==> src/rtl/multicycle_main_controller_if.sv <==
// Control/status bundle between the multi-cycle main controller and the
// RV32I datapath.
//   master : controller side (receives IR fields and ALU flags, drives strobes)
//   slave  : datapath side (drives IR fields and ALU flags, receives strobes)
// Signals:
//   opcode, func3        IR[6:0], IR[14:12]
//   zero, neg            ALU result == 0, ALU result sign bit
//   memReady             memory completes the current access this cycle
//   PCWrite .. RegWrite  datapath strobes and mux selects
//   illegal              sticky illegal-opcode flag
//   state_dbg            current controller state encoding
interface multicycle_main_controller_if #(
  parameter int STATE_W = 4
);
  logic [6:0]         opcode;
  logic [2:0]         func3;
  logic               zero;
  logic               neg;
  logic               memReady;
  logic               PCWrite;
  logic               AdrSrc;
  logic               MemWrite;
  logic               IRWrite;
  logic [1:0]         ResultSrc;
  logic [1:0]         ALUSrcA;
  logic [1:0]         ALUSrcB;
  logic [1:0]         ALUOp;
  logic [2:0]         ImmSrc;
  logic               RegWrite;
  logic               illegal;
  logic [STATE_W-1:0] state_dbg;

  modport master (
    input  opcode, func3, zero, neg, memReady,
    output PCWrite, AdrSrc, MemWrite, IRWrite, ResultSrc, ALUSrcA, ALUSrcB,
           ALUOp, ImmSrc, RegWrite, illegal, state_dbg
  );

  modport slave (
    output opcode, func3, zero, neg, memReady,
    input  PCWrite, AdrSrc, MemWrite, IRWrite, ResultSrc, ALUSrcA, ALUSrcB,
           ALUOp, ImmSrc, RegWrite, illegal, state_dbg
  );
endinterface

==> src/rtl/multicycle_main_controller.sv <==
// Main control FSM of the multi-cycle RV32I core. Sequences the shared ALU,
// PC, IR and unified memory over 3-5 cycles per instruction (plus one cycle
// per memReady=0 cycle in FETCH / MEMREAD / MEMWRITE).
// Ports:
//   clk  system clock, rising edge
//   rst  synchronous reset, active-high; forces FETCH and clears illegal
//   bus  controller side of multicycle_main_controller_if
//
// state    | meaning
// ---------+------------------------------------------------------------
// FETCH    | read instr at PC, PC <= PC+4 and latch IR when memReady
// DECODE   | ALUOut <= OldPC + imm (branch/jal target), dispatch
// MEMADR   | ALUOut <= rs1 + imm (load/store address)
// MEMREAD  | read data memory at ALUOut, wait for memReady
// MEMWB    | rd <= loaded data
// MEMWRITE | write data memory at ALUOut, strobe held until memReady
// EXECR    | ALUOut <= rs1 op rs2
// EXECI    | ALUOut <= rs1 op imm
// ALUWB    | rd <= ALUOut
// BRANCH   | compare rs1/rs2, PC <= ALUOut when taken
// JAL      | PC <= ALUOut (OldPC+imm), compute link next
// JALR     | PC <= rs1 + imm straight from the ALU
// LINK     | ALUOut <= OldPC + 4
// LUI      | rd <= ImmExt
// ILLEGAL  | unknown opcode, parked until reset
module multicycle_main_controller #(
  parameter int STATE_W = 4
) (
  input logic                      clk,
  input logic                      rst,
  multicycle_main_controller_if.master bus
);

  typedef enum logic [3:0] {
    FETCH    = 4'd0,
    DECODE   = 4'd1,
    MEMADR   = 4'd2,
    MEMREAD  = 4'd3,
    MEMWB    = 4'd4,
    MEMWRITE = 4'd5,
    EXECR    = 4'd6,
    EXECI    = 4'd7,
    ALUWB    = 4'd8,
    BRANCH   = 4'd9,
    JAL      = 4'd10,
    JALR     = 4'd11,
    LINK     = 4'd12,
    LUI      = 4'd13,
    ILLEGAL  = 4'd14
  } state_t;

  localparam logic [6:0] OP_LOAD   = 7'b0000011;
  localparam logic [6:0] OP_STORE  = 7'b0100011;
  localparam logic [6:0] OP_RTYPE  = 7'b0110011;
  localparam logic [6:0] OP_ITYPE  = 7'b0010011;
  localparam logic [6:0] OP_BRANCH = 7'b1100011;
  localparam logic [6:0] OP_JAL    = 7'b1101111;
  localparam logic [6:0] OP_JALR   = 7'b1100111;
  localparam logic [6:0] OP_LUI    = 7'b0110111;

  state_t state;
  state_t state_next;
  logic   branch_taken;

  // state register
  always_ff @(posedge clk) begin
    if (rst) state <= FETCH;
    else     state <= state_next;
  end

  // next-state logic
  always_comb begin
    state_next = state;
    case (state)
      FETCH:    if (bus.memReady) state_next = DECODE;
      DECODE: begin
        case (bus.opcode)
          OP_LOAD,
          OP_STORE:  state_next = MEMADR;
          OP_RTYPE:  state_next = EXECR;
          OP_ITYPE:  state_next = EXECI;
          OP_BRANCH: state_next = BRANCH;
          OP_JAL:    state_next = JAL;
          OP_JALR:   state_next = JALR;
          OP_LUI:    state_next = LUI;
          default:   state_next = ILLEGAL;
        endcase
      end
      MEMADR:   state_next = (bus.opcode == OP_LOAD) ? MEMREAD : MEMWRITE;
      MEMREAD:  if (bus.memReady) state_next = MEMWB;
      MEMWB:    state_next = FETCH;
      MEMWRITE: if (bus.memReady) state_next = FETCH;
      EXECR:    state_next = ALUWB;
      EXECI:    state_next = ALUWB;
      ALUWB:    state_next = FETCH;
      BRANCH:   state_next = FETCH;
      JAL:      state_next = ALUWB;
      JALR:     state_next = LINK;
      LINK:     state_next = ALUWB;
      LUI:      state_next = FETCH;
      ILLEGAL:  state_next = ILLEGAL;
      default:  state_next = FETCH;
    endcase
  end

  // blt/bge use the sign of rs1-rs2 as the less-than result
  always_comb begin
    case (bus.func3)
      3'b000:  branch_taken = bus.zero;
      3'b001:  branch_taken = ~bus.zero;
      3'b100:  branch_taken = bus.neg;
      3'b101:  branch_taken = ~bus.neg;
      default: branch_taken = 1'b0;
    endcase
  end

  // output decode
  always_comb begin
    bus.PCWrite   = 1'b0;
    bus.AdrSrc    = 1'b0;
    bus.MemWrite  = 1'b0;
    bus.IRWrite   = 1'b0;
    bus.ResultSrc = 2'b00;
    bus.ALUSrcA   = 2'b00;
    bus.ALUSrcB   = 2'b00;
    bus.ALUOp     = 2'b00;
    bus.RegWrite  = 1'b0;
    bus.illegal   = 1'b0;
    case (state)
      FETCH: begin
        bus.ALUSrcB   = 2'b10;
        bus.ResultSrc = 2'b10;
        // PC+4 and IR are only committed in the cycle the fetch completes
        bus.IRWrite   = bus.memReady;
        bus.PCWrite   = bus.memReady;
      end
      DECODE: begin
        bus.ALUSrcA = 2'b01;
        bus.ALUSrcB = 2'b01;
      end
      MEMADR: begin
        bus.ALUSrcA = 2'b10;
        bus.ALUSrcB = 2'b01;
      end
      MEMREAD: bus.AdrSrc = 1'b1;
      MEMWB: begin
        bus.ResultSrc = 2'b01;
        bus.RegWrite  = 1'b1;
      end
      MEMWRITE: begin
        bus.AdrSrc   = 1'b1;
        bus.MemWrite = 1'b1;
      end
      EXECR: begin
        bus.ALUSrcA = 2'b10;
        bus.ALUOp   = 2'b10;
      end
      EXECI: begin
        bus.ALUSrcA = 2'b10;
        bus.ALUSrcB = 2'b01;
        bus.ALUOp   = 2'b11;
      end
      ALUWB: bus.RegWrite = 1'b1;
      BRANCH: begin
        bus.ALUSrcA = 2'b10;
        bus.ALUOp   = 2'b01;
        bus.PCWrite = branch_taken;
      end
      JAL: begin
        bus.ALUSrcA = 2'b01;
        bus.ALUSrcB = 2'b10;
        bus.PCWrite = 1'b1;
      end
      JALR: begin
        bus.ALUSrcA   = 2'b10;
        bus.ALUSrcB   = 2'b01;
        bus.ResultSrc = 2'b10;
        bus.PCWrite   = 1'b1;
      end
      LINK: begin
        bus.ALUSrcA = 2'b01;
        bus.ALUSrcB = 2'b10;
      end
      LUI: begin
        bus.ResultSrc = 2'b11;
        bus.RegWrite  = 1'b1;
      end
      // ILLEGAL is only left through reset, so decoding the flag from the
      // state keeps it sticky without a separate register
      ILLEGAL: bus.illegal = 1'b1;
      default: ;
    endcase
  end

  // immediate format follows the opcode in every state
  always_comb begin
    case (bus.opcode)
      OP_STORE:  bus.ImmSrc = 3'b001;
      OP_BRANCH: bus.ImmSrc = 3'b010;
      OP_JAL:    bus.ImmSrc = 3'b011;
      OP_LUI:    bus.ImmSrc = 3'b100;
      default:   bus.ImmSrc = 3'b000;
    endcase
  end

  assign bus.state_dbg = STATE_W'(state);

endmodule

==> src/flat_wrapper.sv <==
// flat-port wrapper written by rule: the top's interface ports become plain ports
module multicycle_main_controller_flat 
#(
  parameter int STATE_W = 4
)
  (clk, rst, bus_opcode, bus_func3, bus_zero, bus_neg, bus_memReady, bus_PCWrite, bus_AdrSrc, bus_MemWrite, bus_IRWrite, bus_ResultSrc, bus_ALUSrcA, bus_ALUSrcB, bus_ALUOp, bus_ImmSrc, bus_RegWrite, bus_illegal, bus_state_dbg);
  multicycle_main_controller_if #(.STATE_W(STATE_W)) bus_i ();
  input logic clk;
  input logic rst;
  input wire logic [$bits(bus_i.opcode)-1:0] bus_opcode;
  input wire logic [$bits(bus_i.func3)-1:0] bus_func3;
  input wire logic [$bits(bus_i.zero)-1:0] bus_zero;
  input wire logic [$bits(bus_i.neg)-1:0] bus_neg;
  input wire logic [$bits(bus_i.memReady)-1:0] bus_memReady;
  output wire logic [$bits(bus_i.PCWrite)-1:0] bus_PCWrite;
  output wire logic [$bits(bus_i.AdrSrc)-1:0] bus_AdrSrc;
  output wire logic [$bits(bus_i.MemWrite)-1:0] bus_MemWrite;
  output wire logic [$bits(bus_i.IRWrite)-1:0] bus_IRWrite;
  output wire logic [$bits(bus_i.ResultSrc)-1:0] bus_ResultSrc;
  output wire logic [$bits(bus_i.ALUSrcA)-1:0] bus_ALUSrcA;
  output wire logic [$bits(bus_i.ALUSrcB)-1:0] bus_ALUSrcB;
  output wire logic [$bits(bus_i.ALUOp)-1:0] bus_ALUOp;
  output wire logic [$bits(bus_i.ImmSrc)-1:0] bus_ImmSrc;
  output wire logic [$bits(bus_i.RegWrite)-1:0] bus_RegWrite;
  output wire logic [$bits(bus_i.illegal)-1:0] bus_illegal;
  output wire logic [$bits(bus_i.state_dbg)-1:0] bus_state_dbg;
  assign bus_i.opcode = bus_opcode;
  assign bus_i.func3 = bus_func3;
  assign bus_i.zero = bus_zero;
  assign bus_i.neg = bus_neg;
  assign bus_i.memReady = bus_memReady;
  assign bus_PCWrite = bus_i.PCWrite;
  assign bus_AdrSrc = bus_i.AdrSrc;
  assign bus_MemWrite = bus_i.MemWrite;
  assign bus_IRWrite = bus_i.IRWrite;
  assign bus_ResultSrc = bus_i.ResultSrc;
  assign bus_ALUSrcA = bus_i.ALUSrcA;
  assign bus_ALUSrcB = bus_i.ALUSrcB;
  assign bus_ALUOp = bus_i.ALUOp;
  assign bus_ImmSrc = bus_i.ImmSrc;
  assign bus_RegWrite = bus_i.RegWrite;
  assign bus_illegal = bus_i.illegal;
  assign bus_state_dbg = bus_i.state_dbg;
  multicycle_main_controller #(.STATE_W(STATE_W)) u_core (.clk(clk), .rst(rst), .bus(bus_i));
endmodule
==> config.mk <==
export PLATFORM = sky130hd
export DESIGN_NAME = multicycle_main_controller_flat
export DESIGN_NICKNAME = d
export VERILOG_FILES = /design/src/rtl/multicycle_main_controller_if.sv /design/src/rtl/multicycle_main_controller.sv /design/src/flat_wrapper.sv
export SDC_FILE = /design/constraint.sdc
export NUM_CORES = 1
export LEC_CHECK = 0
export ABC_CLOCK_PERIOD_IN_PS = 1600
export CAP_MARGIN = 20
export CORE_MARGIN = 2
export CORE_UTILIZATION = 35
export DETAILED_ROUTE_END_ITERATION = 12
export HOLD_SLACK_MARGIN = 0.05
export PLACE_DENSITY = 0.78
export SETUP_SLACK_MARGIN = 0.2
export SLEW_MARGIN = 30
export SYNTH_ARGS = -nofsm -noshare
export SYNTH_HDL_FRONTEND = slang
export SYNTH_SLANG_ARGS = --single-unit
==> constraint.sdc <==
create_clock -name clk -period 1.6 [get_ports clk]
set_input_delay 0.24 -clock clk [delete_from_list [all_inputs] [get_ports clk]]
set_output_delay 0.24 -clock clk [all_outputs]
set_load 0.005 [all_outputs]
==> impl_metrics.toml, run 1 <==
[cts]
htree_num_levels = 1
cts_inserted_buffers = 3
clock_path_buffers = 2
ctsHoldBuffers = 0
clock-sinks = 4
clockRootBuffer = "clkbuf_4"

[synthesis]
syn_avg_cell_area_um2 = 6.327
async_reset_ff_share_pct = 0
ys_seq_elements = 4
netlist_top_cells_area = "dfxtp_1, nor2_1, nand2b_1"
netlist_instances = 106
yosysWarnings = 0
syn_nets = 121
synthesis.area_um2 = 670.6
synth_edf_count = 0
ys_types = 37
seq_area_frac_synth_pct = 11.94
synth.top_cell.area_share_pct = 11.94
synthFlopType = "dfxtp_1"
yosysTopAreaCell = "dfxtp_1"

[timing]
grt_worst_setup_endpoint = "bus_ALUSrcB[0]"
worst-ep-kind = "primary output"

[floorplanning]
rows = 15
pin_count = 36
die_w_um = 47.78
start_util_pct = 38.01
die_h_um = 47.78

[place]
dp.final_hpwl_um = 1971
place_area_um2 = 1311
portBuffers = 35
gp_congestion = 0.8170

[run_status]
tool.error = "[ERROR DPL-0038] Utilization greater than 100%, impossible to legalize"
stop_stage = "global routing"
status = "stopped before the end"

[global_routing]
grt_max_degree = 9
==> per-stage QoR <==
step                std cells  util [%]  hold WS [ps]  worst slack (ps)
CTS                       218     93.26         452.8             21.18
global placement          195     74.33         697.3            -463.9
floorplan                 106         -         309.1            -43.47
detailed placement        195     74.33         698.5            -520.2
==> cell families after synthesis <==
| family | Yosys count | share of synthesized area [%] |
|---|---|---|
| mux | 2 | 2.985 |
| compound gates | 31 | 31.35 |
| xor+xnor | 5 | 6.531 |
| simple gates | 50 | 39.37 |
| buf+inv | 14 | 7.836 |
| flops | 4 | 11.94 |
==> repair_timing <==
action / CTS
resized for setup: 157
endpoints found under the setup margin: 24
pin swaps: 27
buffers inserted: 20
==> synthesized netlist by cell type (all sizes together), types with 2 or more instances <==
library cell	count
nor2	12
xor2	3
and4	2
o21ai	6
o31ai	2
nor2b	2
inv	5
nand3b	3
nand2b	7
and3	2
xnor2	2
clkbuf	8
dfxtp	4
mux2i	2
a21oi	8
nor3	4
nand3	5
a31oi	3
or2	3
nand2	7
o221a	2
==> inputs of run 2 (changes only) <==
Settings changed: ABC_CLOCK_PERIOD_IN_PS 1600 to 2100, CORE_AREA set to 2 2 63 65, CORE_MARGIN 2 to unset, CORE_UTILIZATION 35 to unset, DIE_AREA set to 0 0 65 67, HOLD_SLACK_MARGIN 0.05 to unset, PLACE_DENSITY 0.78 to unset, PLACE_DENSITY_LB_ADDON set to 0.15, SETUP_SLACK_MARGIN 0.2 to unset.
Clock period 1.6 ns to 2.1 ns, I/O delays scaled along.
==> run 2 against run 1 <==
Compared with the run above: the flow now finishes without violations; synthesized area stayed put; synthesized cell count stayed put.
==> impl_metrics.toml, run 2 <==
[floorplanning]
pin_count = 36
start_util_pct = 18.60
rows = 22
die_h_um = 67
die_w_um = 65
die_area_um2 = 4355
design.core.area_um2 = 3606

[timing]
timing.final.crit_share_pct = 97.34
max_slew_margin_pct = 66.56
setup_ws_ps = 55.96
max_freq_mhz = 489.2
worstMarginPinSlew_ps = 488.9
fin_crit_ps = 2044
fin_skew_ps = 0.3307
whs_ps = 693.0
rsz0062_at_grt = "false"
slew_viol_final = 0
hold_viol = 0
setup_viol = 0

[place]
post-place-ws_ps = -133.5
gp_congestion = 0.7903
dp.final_hpwl_um = 1908
portBuffers = 35
place_area_um2 = 1197

[synthesis]
synthesis.area_um2 = 670.6
yosysWarnings = 0
seq_area_frac_synth_pct = 11.94
netlist_top_cells_area = "dfxtp_1, nor2_1, nand2b_1"
synth_edf_count = 0
netlist_instances = 106
syn_nets = 121
ys_seq_elements = 4
ys_types = 37
synthFlopType = "dfxtp_1"
yosysTopAreaCell = "dfxtp_1"
synth_common_cells = "nor2_1, a21oi_1, clkbuf_1"
async_reset_ff_share_pct = 0
synth.top_cell.area_share_pct = 11.94
synth_most_common_cell = "nor2_1"
syn_avg_cell_area_um2 = 6.327

[global_routing]
grt_pass1_vias = 871
grt_max_degree = 15
antenna_found_initial = 0
grt_pass1_wl_um = 3884
grt_usage_pct = 11.21
overflow = 0

[cts]
clockRootBuffer = "clkbuf_8"
htree_num_levels = 1
cts_inserted_buffers = 3
insertion_delay_ps = 210
cts_setup_buffers = 0
clock_path_buffers = 2
clk_pin_slew_ps = 30
tritoncts = "yes"
clock-sinks = 4

[finish]
nNetsFinal = 172
layout_commonest_cell = "clkdlybuf4s50_1"
regArea_um2 = 90.09
largest_reg_flops = 4
mostFrequentLayoutCells = "clkdlybuf4s50_1, buf_4, nor2_1"
multi_input_area_um2 = 560.5
area_growth_pct = 89.74
antenna_cells = 0
final_cell_area_um2 = 1272
postLayoutCoreUtil_pct = 35.29
fillers = 375
drive_gt1_share_pct = 23.23

[power]
power_w = 0.001310
leakage_nw = 0.5184
ir_drop_uv = 309.1
power_density_nw_per_um2 = 1029

[detailed_routing]
drt_iter0_markers = 53
drt_wl_total_um = 2334
drc = 0
vias = 926
wl_per_cell_um = 11.50
drtPass1Iterations = 4
vias_per_cell = 4.562
ant_nets = 0

[setup_path]
cp.arrival_ps = 1730
cp-startpoint = "bus_opcode[0]"
regToRegStartpoint = "u_core.bus.state_dbg[3]"
worstSetupStartpointType = "primary input"
end_kind = "primary output"
worstSetupPathType = "in2out"
r2r-end = "u_core.bus.state_dbg[0]"
reg2reg_setup_slack_ps = 480
crit_path_max_fanout = 3
crit_path_end = "bus_ImmSrc[1]"
crit_required_ps = 1780
r2r_cells = 6

[hold_path]
worstHoldPathType = "in2reg"

[job]
max_cap_viol_count = 0

[run_status]
status = "complete, no violations"
[run 2: cell counts after synthesis]
Identical to the previous run, type by type.
[run 2: through the flow]
step,TNS (ps),instances
after global routing,0,203
after CTS,0,203
after global placement,-334.3,200
final,0,203
after detailed placement,-373.8,200
after floorplan,0,106
[run 2: critical path: stages]
cell and delay [ps]:
clkdlybuf4s50_1 500, nand2_2 90, nor2_4 130, and4_1 190
clkdlybuf4s50_1 500
[run 2: timing repair]
action / in CTS / in global routing
gates resized for setup: 6 / 11
setup endpoints to repair: 11 / 7
hold buffers: 0 / 0
pin swaps: 1 / 1
cloned: 0 / 0
[run 2: how the worst min path moves through the flow]
stage | depth (start not counted) | slack [ps] | to | startpoint
floorplan | 1 | 380 | u_core.bus.state_dbg[1] | rst
global placement | 2 | 830 | u_core.bus.state_dbg[3] | u_core.bus.state_dbg[3]
detailed placement | 2 | 820 | u_core.bus.state_dbg[3] | u_core.bus.state_dbg[3]
CTS | 2 | 700 | u_core.bus.state_dbg[1] | rst
global route | 2 | 710 | u_core.bus.state_dbg[1] | rst
finish | 4 | 690 | u_core.bus.state_dbg[1] | bus_opcode[3]
[run 2: area by class of cell]
cell class / instances / share of cell area [%]
well taps: 48 / 4.720
repair buffers: 55 / 39.43
clock buffers: 3 / 3.245
multi-input cells: 88 / 44.05
flip-flops and latches: 4 / 7.080
inverters: 5 / 1.475
[run 2: power by group]
group	internal (W)	switching, W	total [W]
logic	0.000560	0.000384	0.000944
clock network	0.000122	0.0000372	0.000159
registers	0.000116	0.0000906	0.000207
[run 2: logic make-up after synthesis]
family	synth area share, %
buffers and inverters	7.836
AOI/OAI and AO/OA	31.35
and+or+nand+nor	39.37
xor gates and xnor gates	6.531
muxes	2.985
DFF	11.94
[run 2: per-layer routing]
metal  global-route usage, %  share of wire (%)  wire length, µm  vias up
met5                       0                  0                0        -
met4                   2.394               0.17                4        0
met3                   2.196                2.4               55        2
met2                   18.94                 50             1174       12
met1                   14.67                 47             1101      427
li1                        -                  -                -      485
Power figures use the tool's default switching activity.
